[src/rtl/clock_time_set.sv]
// ---------------------------------------------------------------------------
// clock_time_set
//
// Time-keeping and time-setting core for the digital clock. Keeps
// hours/minutes/seconds in packed BCD and lets the user edit hours and
// minutes through a three-state mode machine (RUN -> SET_HOUR -> SET_MIN).
// All outputs are registered and drive the seven-segment display directly.
//
// Parameters
//   RESET_HOUR  hour loaded on reset   (0-23)
//   RESET_MIN   minute loaded on reset (0-59)
//
// Ports
//   clk_sys   in   system clock
//   rstn      in   asynchronous, active-low reset
//   btn_mode  in   one-cycle pulse: advance mode
//   btn_inc   in   one-cycle pulse: increment edited field
//   btn_dec   in   one-cycle pulse: decrement edited field
//   tick_1hz  in   one-cycle pulse, once per second
//   hour_bcd  out  hours   {tens, ones}, 00-23
//   min_bcd   out  minutes {tens, ones}, 00-59
//   sec_bcd   out  seconds {tens, ones}, 00-59
//   mode      out  0 RUN, 1 SET_HOUR, 2 SET_MIN
//   blink_on  out  1 = edited field visible, 0 = display blanks it
// ---------------------------------------------------------------------------
module clock_time_set #(
    parameter int unsigned RESET_HOUR = 12,
    parameter int unsigned RESET_MIN  = 0
) (
    input  logic       clk_sys,
    input  logic       rstn,
    input  logic       btn_mode,
    input  logic       btn_inc,
    input  logic       btn_dec,
    input  logic       tick_1hz,
    output logic [7:0] hour_bcd,
    output logic [7:0] min_bcd,
    output logic [7:0] sec_bcd,
    output logic [1:0] mode,
    output logic       blink_on
);

    localparam logic [1:0] ST_RUN      = 2'd0;
    localparam logic [1:0] ST_SET_HOUR = 2'd1;
    localparam logic [1:0] ST_SET_MIN  = 2'd2;

    localparam logic [7:0] HOUR_MAX = 8'h23;
    localparam logic [7:0] SEXA_MAX = 8'h59;

    localparam logic [7:0] RST_HOUR_BCD = 8'(((RESET_HOUR / 10) << 4) + (RESET_HOUR % 10));
    localparam logic [7:0] RST_MIN_BCD  = 8'(((RESET_MIN  / 10) << 4) + (RESET_MIN  % 10));

    logic [7:0] hour_q, hour_d;
    logic [7:0] min_q,  min_d;
    logic [7:0] sec_q,  sec_d;
    logic [1:0] mode_q, mode_d;
    logic       blink_q, blink_d;

    logic       edit_up;
    logic       edit_dn;

    // One BCD step with wrap-around. maxv is the top legal value of the
    // field (8'h23 or 8'h59); ones always roll at 9, so the only special
    // case beyond digit carry/borrow is the wrap at maxv / 00.
    function automatic logic [7:0] bcd_step(
        input logic [7:0] v,
        input logic       up,
        input logic [7:0] maxv
    );
        logic [3:0] tens;
        logic [3:0] ones;
        logic [7:0] res;
        tens = v[7:4];
        ones = v[3:0];
        if (up) begin
            if (v == maxv) begin
                res = '0;
            end else if (ones == 4'd9) begin
                res = {tens + 4'd1, 4'd0};
            end else begin
                res = {tens, ones + 4'd1};
            end
        end else begin
            if (v == 8'h00) begin
                res = maxv;
            end else if (ones == 4'd0) begin
                res = {tens - 4'd1, 4'd9};
            end else begin
                res = {tens, ones - 4'd1};
            end
        end
        return res;
    endfunction

    // A mode press discards any edit in the same cycle, and opposing
    // inc/dec presses cancel each other.
    assign edit_up = btn_inc & ~btn_dec & ~btn_mode;
    assign edit_dn = btn_dec & ~btn_inc & ~btn_mode;

    always_comb begin
        hour_d  = hour_q;
        min_d   = min_q;
        sec_d   = sec_q;
        mode_d  = mode_q;
        blink_d = blink_q;

        case (mode_q)
            ST_RUN: begin
                // Tick is applied even when btn_mode arrives with it.
                if (tick_1hz) begin
                    sec_d = bcd_step(sec_q, 1'b1, SEXA_MAX);
                    if (sec_q == SEXA_MAX) begin
                        min_d = bcd_step(min_q, 1'b1, SEXA_MAX);
                        if (min_q == SEXA_MAX) begin
                            hour_d = bcd_step(hour_q, 1'b1, HOUR_MAX);
                        end
                    end
                end
                if (btn_mode) begin
                    mode_d = ST_SET_HOUR;
                end
            end
            ST_SET_HOUR: begin
                if (edit_up) begin
                    hour_d = bcd_step(hour_q, 1'b1, HOUR_MAX);
                end else if (edit_dn) begin
                    hour_d = bcd_step(hour_q, 1'b0, HOUR_MAX);
                end
                if (btn_mode) begin
                    mode_d = ST_SET_MIN;
                end
            end
            ST_SET_MIN: begin
                if (edit_up) begin
                    min_d = bcd_step(min_q, 1'b1, SEXA_MAX);
                end else if (edit_dn) begin
                    min_d = bcd_step(min_q, 1'b0, SEXA_MAX);
                end
                if (btn_mode) begin
                    mode_d = ST_RUN;
                    sec_d  = '0;
                end
            end
            default: begin
                mode_d = ST_RUN;
            end
        endcase

        // Visible constantly in RUN and on entry to a SET state; otherwise
        // the edited field flashes at the tick rate.
        if (mode_d == ST_RUN || mode_d != mode_q) begin
            blink_d = 1'b1;
        end else if (tick_1hz) begin
            blink_d = ~blink_q;
        end
    end

    always_ff @(posedge clk_sys or negedge rstn) begin
        if (!rstn) begin
            hour_q  <= RST_HOUR_BCD;
            min_q   <= RST_MIN_BCD;
            sec_q   <= '0;
            mode_q  <= ST_RUN;
            blink_q <= 1'b1;
        end else begin
            hour_q  <= hour_d;
            min_q   <= min_d;
            sec_q   <= sec_d;
            mode_q  <= mode_d;
            blink_q <= blink_d;
        end
    end

    assign hour_bcd = hour_q;
    assign min_bcd  = min_q;
    assign sec_bcd  = sec_q;
    assign mode     = mode_q;
    assign blink_on = blink_q;

endmodule

[config.mk]
export PLATFORM = sky130hd
export DESIGN_NAME = clock_time_set
export DESIGN_NICKNAME = d
export VERILOG_FILES = /design/src/rtl/clock_time_set.sv
export SDC_FILE = /design/constraint.sdc
export NUM_CORES = 1
export LEC_CHECK = 0
export ABC_AREA = 0
export ABC_CLOCK_PERIOD_IN_PS = 5000
export CAP_MARGIN = 5
export CORE_MARGIN = 5
export CORE_UTILIZATION = 45
export CTS_CLUSTER_SIZE = 24
export DETAILED_ROUTE_END_ITERATION = 10
export GPL_TIMING_DRIVEN = 0
export PLACE_DENSITY = 0.75
export SLEW_MARGIN = 20
export SYNTH_ARGS = -nofsm -noshare
export SYNTH_HDL_FRONTEND = slang
export SYNTH_SLANG_ARGS = --single-unit
[constraint.sdc]
create_clock -name clk_sys -period 5 [get_ports clk_sys]
set_clock_uncertainty 0.1 [all_clocks]
set_input_delay 1 -clock clk_sys [delete_from_list [all_inputs] [get_ports clk_sys]]
set_output_delay 1 -clock clk_sys [all_outputs]
set_load 0.05 [all_outputs]
==> results.cfg <==
[outcome]
outcome = finished clean

[critical_path]
critPathLaunchType = register
critPathRequiredTime_ns = 3.90
rr_worst_depth = 7
path_depth = 1
max_stage_delay_ns = 0.82
cp_max_fo = 7
endpoint_kind = output pin
worstSetupEndpoint = hour_bcd[1]
crit_family = buffers and inverters
crit_chain = clkdlybuf4s50_1
r2r_slack_ns = 2.71
crit_buf_inv = 1
arrival_ns = 1.71
critical_path_class = reg -> out
crit-reg2reg-launch = hour_bcd[0]
critPathSlowestCell = clkdlybuf4s50_1
r2r-end = hour_bcd[1]
crit_start = hour_bcd[1]

[power_and_ir_drop]
seqPwrFrac_pct = 25.1
ir_drop_v = 0.0003354
p_leak_nw = 1.017
power_density_nw_per_um2 = 675.3
internal_power_uw = 786.2
p_sw_uw = 938.4
p_comb_share_pct = 66.9
swShare_pct = 54.41
finalPower_mw = 1.725
p_clk_share_pct = 8.0

[clocking]
clockRootBuffer = clkbuf_8
clock_path_buffers = 2
cts_htree_levels = 1
ctsResizeCount = 0
clkSlewWorstSetupHoldPaths_ns = 0.11
clk_latency_ns = 0.28
numCtsBuffers = 3
cts_tree = done
cts_setup_buffers = 0
clock_sinks = 27
ctsHoldBuffers = 0

[yosys]
synth-seq-area-share_pct = 31.88
synth_flop_cell = dfrtp_1
yosysWarningCount = 0
synth_area_leader_cell = dfrtp_1
synth-edff-count = 0
synth-async-reset-ratio_pct = 100.0
synth.cell_area_sq_um = 2131
ys_types = 47
avgSynthCellArea_sq_um = 8.356
ys_ff_latch = 27
synth_nets = 278
synthTopCellsByArea = dfrtp_1 28%, ha_1 10%, o21ai_0 6.1%
synthCells = 255
netlist.area_leader.share_pct = 28.19

[timing]
period_needed_ns = 2.810
layout_setup_ws_ns = 2.190
finalHoldViolations = 0
fmax_ghz = 0.3558
fin_tns_setup_ns = 0
maxSlewViolCount = 0
setup_violations = 0
finalCritPeriodShare_pct = 56.21
worstMarginPinSlew_ns = 0.7022
rsz0062_at_grt = no
slew_headroom_pct = 53.09
whs_ns = 0.4596

[placed_design]
dp_cells = 340
io_buffer_count = 31
gp_congestion = 0.8908
post-place-ws_ns = 1.976
dpl_cell_area_sq_um = 2504
hpwl_mm = 3.769

[run]
maxCapViolations = 0

[routing]
first_pass_iters = 4
drc = 0
routed_wl_mm = 5.001
dr_total_vias = 2029
antenna_left = 0
vias_per_cell = 5.898
drtIter0Drc = 74
wl_per_cell_um = 14.54

[die]
die_area_sq_um = 6211
io_pins = 33
rows = 25
coreArea_sq_um = 4661
initial_core_util_pct = 45.72
die_y_um = 78.81
die_w_um = 78.81

[global_route]
antenna_found_initial = 0
grt_start_max_net_pins = 28
grtUsageTotal_pct = 17.39
overflow = 0
grt_pass1_wl_mm = 9.128
first_global_vias = 2037

[finish]
utilization_pct = 54.79
num-nets-final = 314
n_antenna_cell = 0
final_layout_size_suffix_gt1_share_pct = 8.966
syn_to_final_growth_pct = 19.85
final_cells = 344
fin_area_sq_um = 2554

[hold_path]
hold_path_depth = 2
min-delay-path-class = reg -> reg
-- cells by family after synthesis --
family | after synthesis | share of synthesized area (%)
compound gates | 77 | 22.49
xor+xnor | 4 | 1.644
fa+ha+maj | 17 | 9.982
buf+inv | 24 | 4.521
flops | 27 | 31.89
mux | 7 | 3.406
simple gates | 99 | 26.07
-- power by group through the flow --
stage / registers (mW) / clock network, mW / logic (mW)
after floorplan: 0.711 / 0 / 0.550
after global placement: 0.436 / 0 / 1.14
after detailed placement: 0.437 / 0 / 1.15
after CTS: 0.434 / 0.143 / 1.16
after global routing: 0.455 / 0.151 / 1.27
final: 0.433 / 0.137 / 1.15
-- cell usage in the layout, fill, tap and decap left out, drive strengths merged, types with 4 or more instances in the layout --
cell | synthesis | layout
buf | 5 | 6
dfrtp | 24 | 24
a21oi | 18 | 18
or3b | 4 | 4
o21ai | 28 | 28
mux2i | 5 | 5
nand2b | 4 | 4
xnor2 | 4 | 4
clkbuf | 7 | 10
o31ai | 4 | 4
nand4 | 5 | 5
nor3b | 7 | 7
ha | 17 | 17
clkdlybuf4s50 | 0 | 30
nor2 | 17 | 17
nand2 | 26 | 26
nand3 | 4 | 4
a31oi | 5 | 5
nor3 | 13 | 13
inv | 12 | 13
-- metal layers --
metal | vias up | global-route usage [%] | share of wire [%]
met5 | - | 0 | 0
met4 | 0 | 4.296 | 0.52
met3 | 4 | 2.494 | 3.7
met2 | 41 | 29.63 | 49
met1 | 977 | 23.25 | 47
li1 | 1007 | - | -
-- flip-flops by register name (all words and copies together), names as in the netlist --
| name | cells |
|---|---|
| min_bcd | 8 |
| sec_bcd | 8 |
| mode | 2 |
| hour_bcd | 8 |
| blink_on | 1 |
-- how the worst min path moves through the flow --
stage / slack (ns) / startpoint / endpoint
detailed placement: 0.43 / sec_bcd[7] / sec_bcd[7]
floorplan: 0.54 / blink_on / blink_on
global route: 0.48 / sec_bcd[7] / sec_bcd[7]
finish: 0.46 / blink_on / blink_on
CTS: 0.45 / sec_bcd[7] / sec_bcd[7]
global placement: 0.43 / blink_on / blink_on
-- Yosys cell counts, types with 5 or more instances --
library cell   n
o21ai_0       26
nor2_1        15
dfrtp_1       24
clkbuf_1       7
a31oi_1        5
nand2_1       26
ha_1          17
nand4_1        5
inv_1         12
buf_2          5
mux2i_1        5
a21oi_1       18
nor3b_1        7
nor3_1        13
-- layout make-up --
class	instances	area, sq um
buffer	12	51.30
clock buffer	3	41.29
clock inverter	1	8.758
fill	443	2107
inverter	12	45.04
multi-input combinational	204	1355
sequential	27	679.4
tap	54	67.56
timing repair buffer	31	305.3
No activity file was read; power rests on OpenSTA's default activity.
